### config.mk
export PLATFORM = sky130hd
export DESIGN_NAME = serial_add_ctrl
export DESIGN_NICKNAME = d
export VERILOG_FILES = /design/src/rtl/serial_add_ctrl.sv
export SDC_FILE = /design/constraint.sdc
export NUM_CORES = 1
export LEC_CHECK = 0
export CORE_ASPECT_RATIO = 0.75
export CORE_MARGIN = 2
export CORE_UTILIZATION = 49
export DETAILED_ROUTE_END_ITERATION = 7
export PLACE_DENSITY = 0.84
export SYNTH_ARGS = -nofsm -noshare
export SYNTH_HDL_FRONTEND = slang
export SYNTH_SLANG_ARGS = --single-unit
### constraint.sdc
create_clock -name clk -period 1.7 [get_ports clk]
set_input_delay 0.255 -clock clk [delete_from_list [all_inputs] [get_ports clk]]
set_output_delay 0.255 -clock clk [all_outputs]
set_load 0.01 [all_outputs]
### src/rtl/serial_add_ctrl.sv
// Bit-serial adder sequencer: one full-adder cell, W RUN cycles per operation.
// Optional subtract mode is compiled in with `define SERIAL_SUB_EN.
module serial_add_ctrl #(
    parameter int W = 8
) (
    input  logic         clk,
    input  logic         rst_n,
    input  logic         start_valid,
    output logic         start_ready,
    input  logic [W-1:0] a,
    input  logic [W-1:0] b,
    input  logic         cin,
`ifdef SERIAL_SUB_EN
    input  logic         sub,
`endif
    output logic         res_valid,
    input  logic         res_ready,
    output logic [W-1:0] sum,
    output logic         cout,
    output logic         busy
);

    localparam int CW = $clog2(W) + 1;

    typedef enum logic [1:0] {
        IDLE = 2'd0,
        RUN  = 2'd1,
        DONE = 2'd2
    } state_t;

    state_t state_q;
    state_t state_d;

    logic [W-1:0]  opa_q;
    logic [W-1:0]  opb_q;
    logic [W-1:0]  sum_q;
    logic [W-1:0]  sum_sh;
    logic [W-1:0]  opb_ld;
    logic [CW-1:0] cnt_q;
    logic          carry_q;
    logic          carry_ld;
    logic          accept;
    logic          last_bit;
    logic          fa_s;
    logic          fa_co;

    assign accept   = start_valid & start_ready;
    assign last_bit = (cnt_q == CW'(W - 1));

    // the single full-adder cell
    assign fa_s  = opa_q[0] ^ opb_q[0] ^ carry_q;
    assign fa_co = (opa_q[0] & opb_q[0]) |
                   (carry_q & (opa_q[0] ^ opb_q[0]));

`ifdef SERIAL_SUB_EN
    // a - b computed as a + ~b + 1
    assign opb_ld   = sub ? ~b : b;
    assign carry_ld = sub | cin;
`else
    assign opb_ld   = b;
    assign carry_ld = cin;
`endif

    always_comb begin
        sum_sh        = sum_q >> 1;
        sum_sh[W-1]   = fa_s;
    end

    always_ff @(posedge clk or negedge rst_n) begin
        if (!rst_n) begin
            state_q <= IDLE;
        end else begin
            state_q <= state_d;
        end
    end

    always_comb begin
        state_d = state_q;
        unique case (state_q)
            IDLE:    if (accept)    state_d = RUN;
            RUN:     if (last_bit)  state_d = DONE;
            DONE:    if (res_ready) state_d = IDLE;
            default:                state_d = IDLE;
        endcase
    end

    always_comb begin
        start_ready = (state_q == IDLE);
        res_valid   = (state_q == DONE);
        busy        = (state_q == RUN) || (state_q == DONE);
        sum         = sum_q;
        cout        = (state_q == DONE) & carry_q;
    end

    always_ff @(posedge clk or negedge rst_n) begin
        if (!rst_n) begin
            opa_q   <= '0;
            opb_q   <= '0;
            sum_q   <= '0;
            carry_q <= 1'b0;
            cnt_q   <= '0;
        end else if (accept) begin
            opa_q   <= a;
            opb_q   <= opb_ld;
            carry_q <= carry_ld;
            cnt_q   <= '0;
        end else if (state_q == RUN) begin
            opa_q   <= opa_q >> 1;
            opb_q   <= opb_q >> 1;
            sum_q   <= sum_sh;
            carry_q <= fa_co;
            cnt_q   <= cnt_q + 1'b1;
        end
    end

endmodule
## Yosys cells after proc, flatten, opt, wreduce, memory -nomap -nowiden

Index checks and enable logic that the tools add are counted.

- Add/subtract/negate cells: 1
- Equality and inequality tests: 6
- Mux-type cells: 12
- Bitwise logic cells: 8
- Reductions and logical operators: 5

Operator list:

| operator | number |
|---|---|
| two-way mux 8 bit | 4 |
| two-way mux 4 bit | 2 |
| two-way mux 2 bit | 3 |
| one-hot mux 2 bit (3 select lines) | 1 |
| adder 4 x 1 -> 4 bit, second input constant | 1 |
| AND 1 bit | 4 |
| equality test 4 x 3 -> 1 bit, second input constant | 1 |
| inequality test 2 x 1 -> 1 bit, second input constant | 2 |
| AND reduction 3 bit | 1 |
| equality test 2 x 1 -> 1 bit, second input constant | 1 |
| equality test 2 bit, second input constant | 1 |
| zero test 2 bit | 1 |
| two-way mux 1 bit | 2 |
| inequality test 2 bit, second input constant | 1 |
| AND reduction 2 bit | 1 |
| nonzero test 2 bit | 1 |
| XOR 1 bit | 2 |
| logical OR 1 bit | 1 |
| inverter 1 bit | 1 |
| bitwise OR 1 bit | 1 |

- Bits in registers: 31
- Input port bits: 21
- Output and inout port bits: 12
- Logic and storage cells: 38

## Logic depth before layout (Yosys ltp)

- Depth after elaboration: 5
- Gate-level depth with buffers: 7
- Depth with buffers taken out: 5

## Worst setup path before layout

OpenSTA, ideal clock, no wires.

- Path type: reg-to-reg
- Start point: reg state_q[0]
- End point: reg state_q[0]
- Setup time: 0.125 ns
- Arrival: 1.435 ns
- Data required time: 1.575 ns
- Slack: 0.141 ns
- Stages on the path, launching flop included: 5
- Buffers on the path: 0
- Cell sequence: dfrtp_1 -> inv_1 -> ha_1 -> a222oi_1 -> mux2_2

- Elaborated cells between the ends (all ways): 9
- Classes of those cells: eq/ne (5); mux (1); bitwise (1); reduce/logical (2)

RTL lines:

| what | line | source |
|---|---|---|
| start, declared | 31 | `state_t state_q;` |
| start signal, assigned | 73 | `state_q <= state_d;` |
| equality test 2 bit (*) | n/a |  |
| net res_valid | 16 | `output logic res_valid,` |
| inequality test 2 x 1 -> 1 bit (no source line) | n/a |  |
| AND reduction 3 bit (no source line) | n/a |  |

Mark *: on every way through the listed nets, which the timed path passes. The rest lies on a longest branch.
A chain may end at the register's enable or synchronous reset.

## Worst setup path after layout

- Start point: reg state_q[0]
- End point: out cout

- Word-level cells in the longest chain between the ends: 2

RTL lines:

| what | line | source |
|---|---|---|
| equality test 2 bit | 92 | `cout = (state_q == DONE) & carry_q;` |
| AND 1 bit | 92 |  |
| end, declared | 19 | `output logic cout,` |

No other way between the ends.

==> metrics.txt <==
post-synthesis mux area share 0.192; Worst path max stage delay 380 ps; Hold Crit Class in2async; Avg Inst Size Synth 11.6 um^2; cell area after synthesis 1420 um^2; # clock sinks 31; DR pass1 iterations 6; Area Growth Syn to Fin 33.3%; Tot Pwr 3.49 mW; H-tree depth 2; final non-filler cell total 196; Avg Vias per Cell 4.94; commonest non-fill, non-tap cell in the layout dfrtp_1; Detail Route Antenna Nets 0; critical setup path kind reg2out; layout cells sized above 1 0.138; power share of the combinational group 0.438; worst slew pin tran 394 ps; Slew headroom 0.737; register area 776 um^2; unrepaired setup endpoints after global routing false; Compound-Gate Fraction of Synth Area 0.0669; syn_nets 150; # port buffers 32; via count 968; initial core utilization 0.530; Finished Cell Area 1890 um^2; clock slew at reported path FFs 70 ps; die area 3350 um^2; Synth Area in Simple Gates 0.0854; final setup margin 114 ps; All-Layer GR Usage 0.201; Die Y 50.6 um; final worst path period need 1590 ps; post-DP HPWL 1.83 mm; P_sw 1.19 mW; crit start category flip-flop; drt wl/cell 13.9 um; switching part of the total 0.340; initial antenna violation count 0; clock buffer count from CTS 5; worst slack at placement 15.3 ps; CTS max path bufs 2; Layout Utilization 0.706; largest family of logic cells by synthesized area multiplexers; status finished, final reports clean; Synth cell types 18; ANT cells 0; fin. max-slew vios 0; clk_skew 7.92 ps; CP Data Required Time 1440 ps; io pins 33; Cells after Synth 123; VDD IR max 0.00105 V; Cell Rows 16; CP arrival 1330 ps; setup violators final 0; final WL 2.72 mm; number of max-cap violations 0; Seq pwr share 0.382; most frequent cells in the layout 31 x dfrtp_1, 28 x clkdlybuf4s50_1, 18 x nand2_1; Yosys reg bits 31; CP max stage cell dfrtp_1; die span in x 66.2 um; Int Power 2.30 mW; Tcrit/Tclk final 0.933; Initial DRC Count 30; TritonCTS clock tree yes; Ys Warns 0; total gr overflow 0; Filler cells 217; vias in the first global route 1088; Total Neg Setup Slack 0 ps; first-pass GRT wire length 4.93 mm; Synth Area in Adders 0.0581; hold_ws 360 ps; Final Hold Fails 0; P per Cell Area 1840 nW/um^2; sequential share of the synthesized area 0.546; fmax 631 MHz; critical path capture point type primary output; clock root cell clkbuf_8; area of the multi-input gates 601 um^2; placed insts 187; placed instance area 1790 um^2; worst-path cell chain inv_1 > ha_2 > and2_1 > dlygate4sd2_1; Layout Nets 186; gp weighted congestion 0.681; Leak Pwr 0.840 nW; worst skew pair latency 280 ps; Clk network pwr share 0.179; DRC Markers 0; Post-Synth XOR/XNOR Area 0.0185; top fanout value on the critical path 3; Core Area 2680 um^2; largest net degree at the start of global routing 39
==> timing repair <==
| action | 4_1_cts | 5_1_grt |
|---|---|---|
| setup buffers | 1 | 0 |
| endpoints found under the hold margin | 0 | 0 |
| endpoints found under the setup margin | 4 | 0 |
| hold buffers | 0 | 0 |
| gates resized for setup | 5 | 0 |
==> state kept, by name, indices dropped and copies added (netlist names) <==
register,count
cnt_q,4
state_q,2
opb_q,8
sum,8
opa_q,8
carry_q,1
==> final timing paths <==
kind / from / end / slack [ps] / depth (start not counted)
worst max-delay path: state_q[0] / cout / 110 / 4
worst min-delay path: rst_n / cnt_q[0] / 360 / 2
worst max register to register: state_q[1] / state_q[0] / 140 / 4
worst min register to register: sum[0] / sum[0] / 510 / 1
max in group asynchronous: rst_n / opa_q[0] / 1060 / 2
min in group clk: sum[0] / sum[0] / 510 / 1
==> area by class of cell <==
type / instances / area share
Inverter: 4 / 0.00793
Timing Repair Buffer: 36 / 0.189
Clock buffer: 8 / 0.0528
Multi-Input combinational cell: 81 / 0.317
Tap cell: 36 / 0.0238
Sequential cell: 31 / 0.410
==> power groups by stage <==
stage                     combinational, mW  sequential, mW  clock (mW)
after global placement                 1.49            1.32           0
after CTS                              1.55            1.34       0.643
final                                  1.53            1.33       0.626
after detailed placement               1.55            1.35           0
after global routing                   1.72            1.39       0.671
after floorplan                       0.962            1.33           0
==> cell usage after synthesis <==
cell	n	share of area
and2_1	2	0.0088
clkbuf_1	2	0.0053
inv_1	4	0.011
buf_2	5	0.018
mux2_2	10	0.079
a222oi_1	1	0.0070
o21ai_0	17	0.060
dfrtp_1	31	0.55
fa_1	1	0.014
nand2_1	18	0.048
xnor2_1	1	0.0062
ha_1	5	0.044
nand2b_1	2	0.0088
nand3b_1	1	0.0053
nor2_1	4	0.011
mux2i_1	16	0.11
nand4_1	1	0.0044
xor2_1	2	0.012
==> worst max-delay path: cells and delay by family (launching register included) <==
family | cells | cell delay, ps
buffers and inverters | 2 | 340
AND/OR/NAND/NOR | 1 | 130
adder cells (fa/ha/maj) | 1 | 200
flip-flops | 1 | 380
==> cell families (layout without fill, tap and decap cells) <==
group | after synthesis | after routing
buf+inv | 11 | 48
mux | 26 | 26
flops | 31 | 31
xor+xnor | 3 | 3
fa+ha+maj | 6 | 6
compound gates | 18 | 18
simple gates | 28 | 28
==> routing by layer <==
layer	part of all wire	vias to the layer above	wire length, um	GRT usage
met4	0.012	0	32	0.0816
met5	0	-	0	0
met3	0.034	4	92	0.0740
li1	-	482	-	-
met1	0.44	467	1210	0.229
met2	0.51	15	1390	0.342
(Power assumes the default switching activity.)
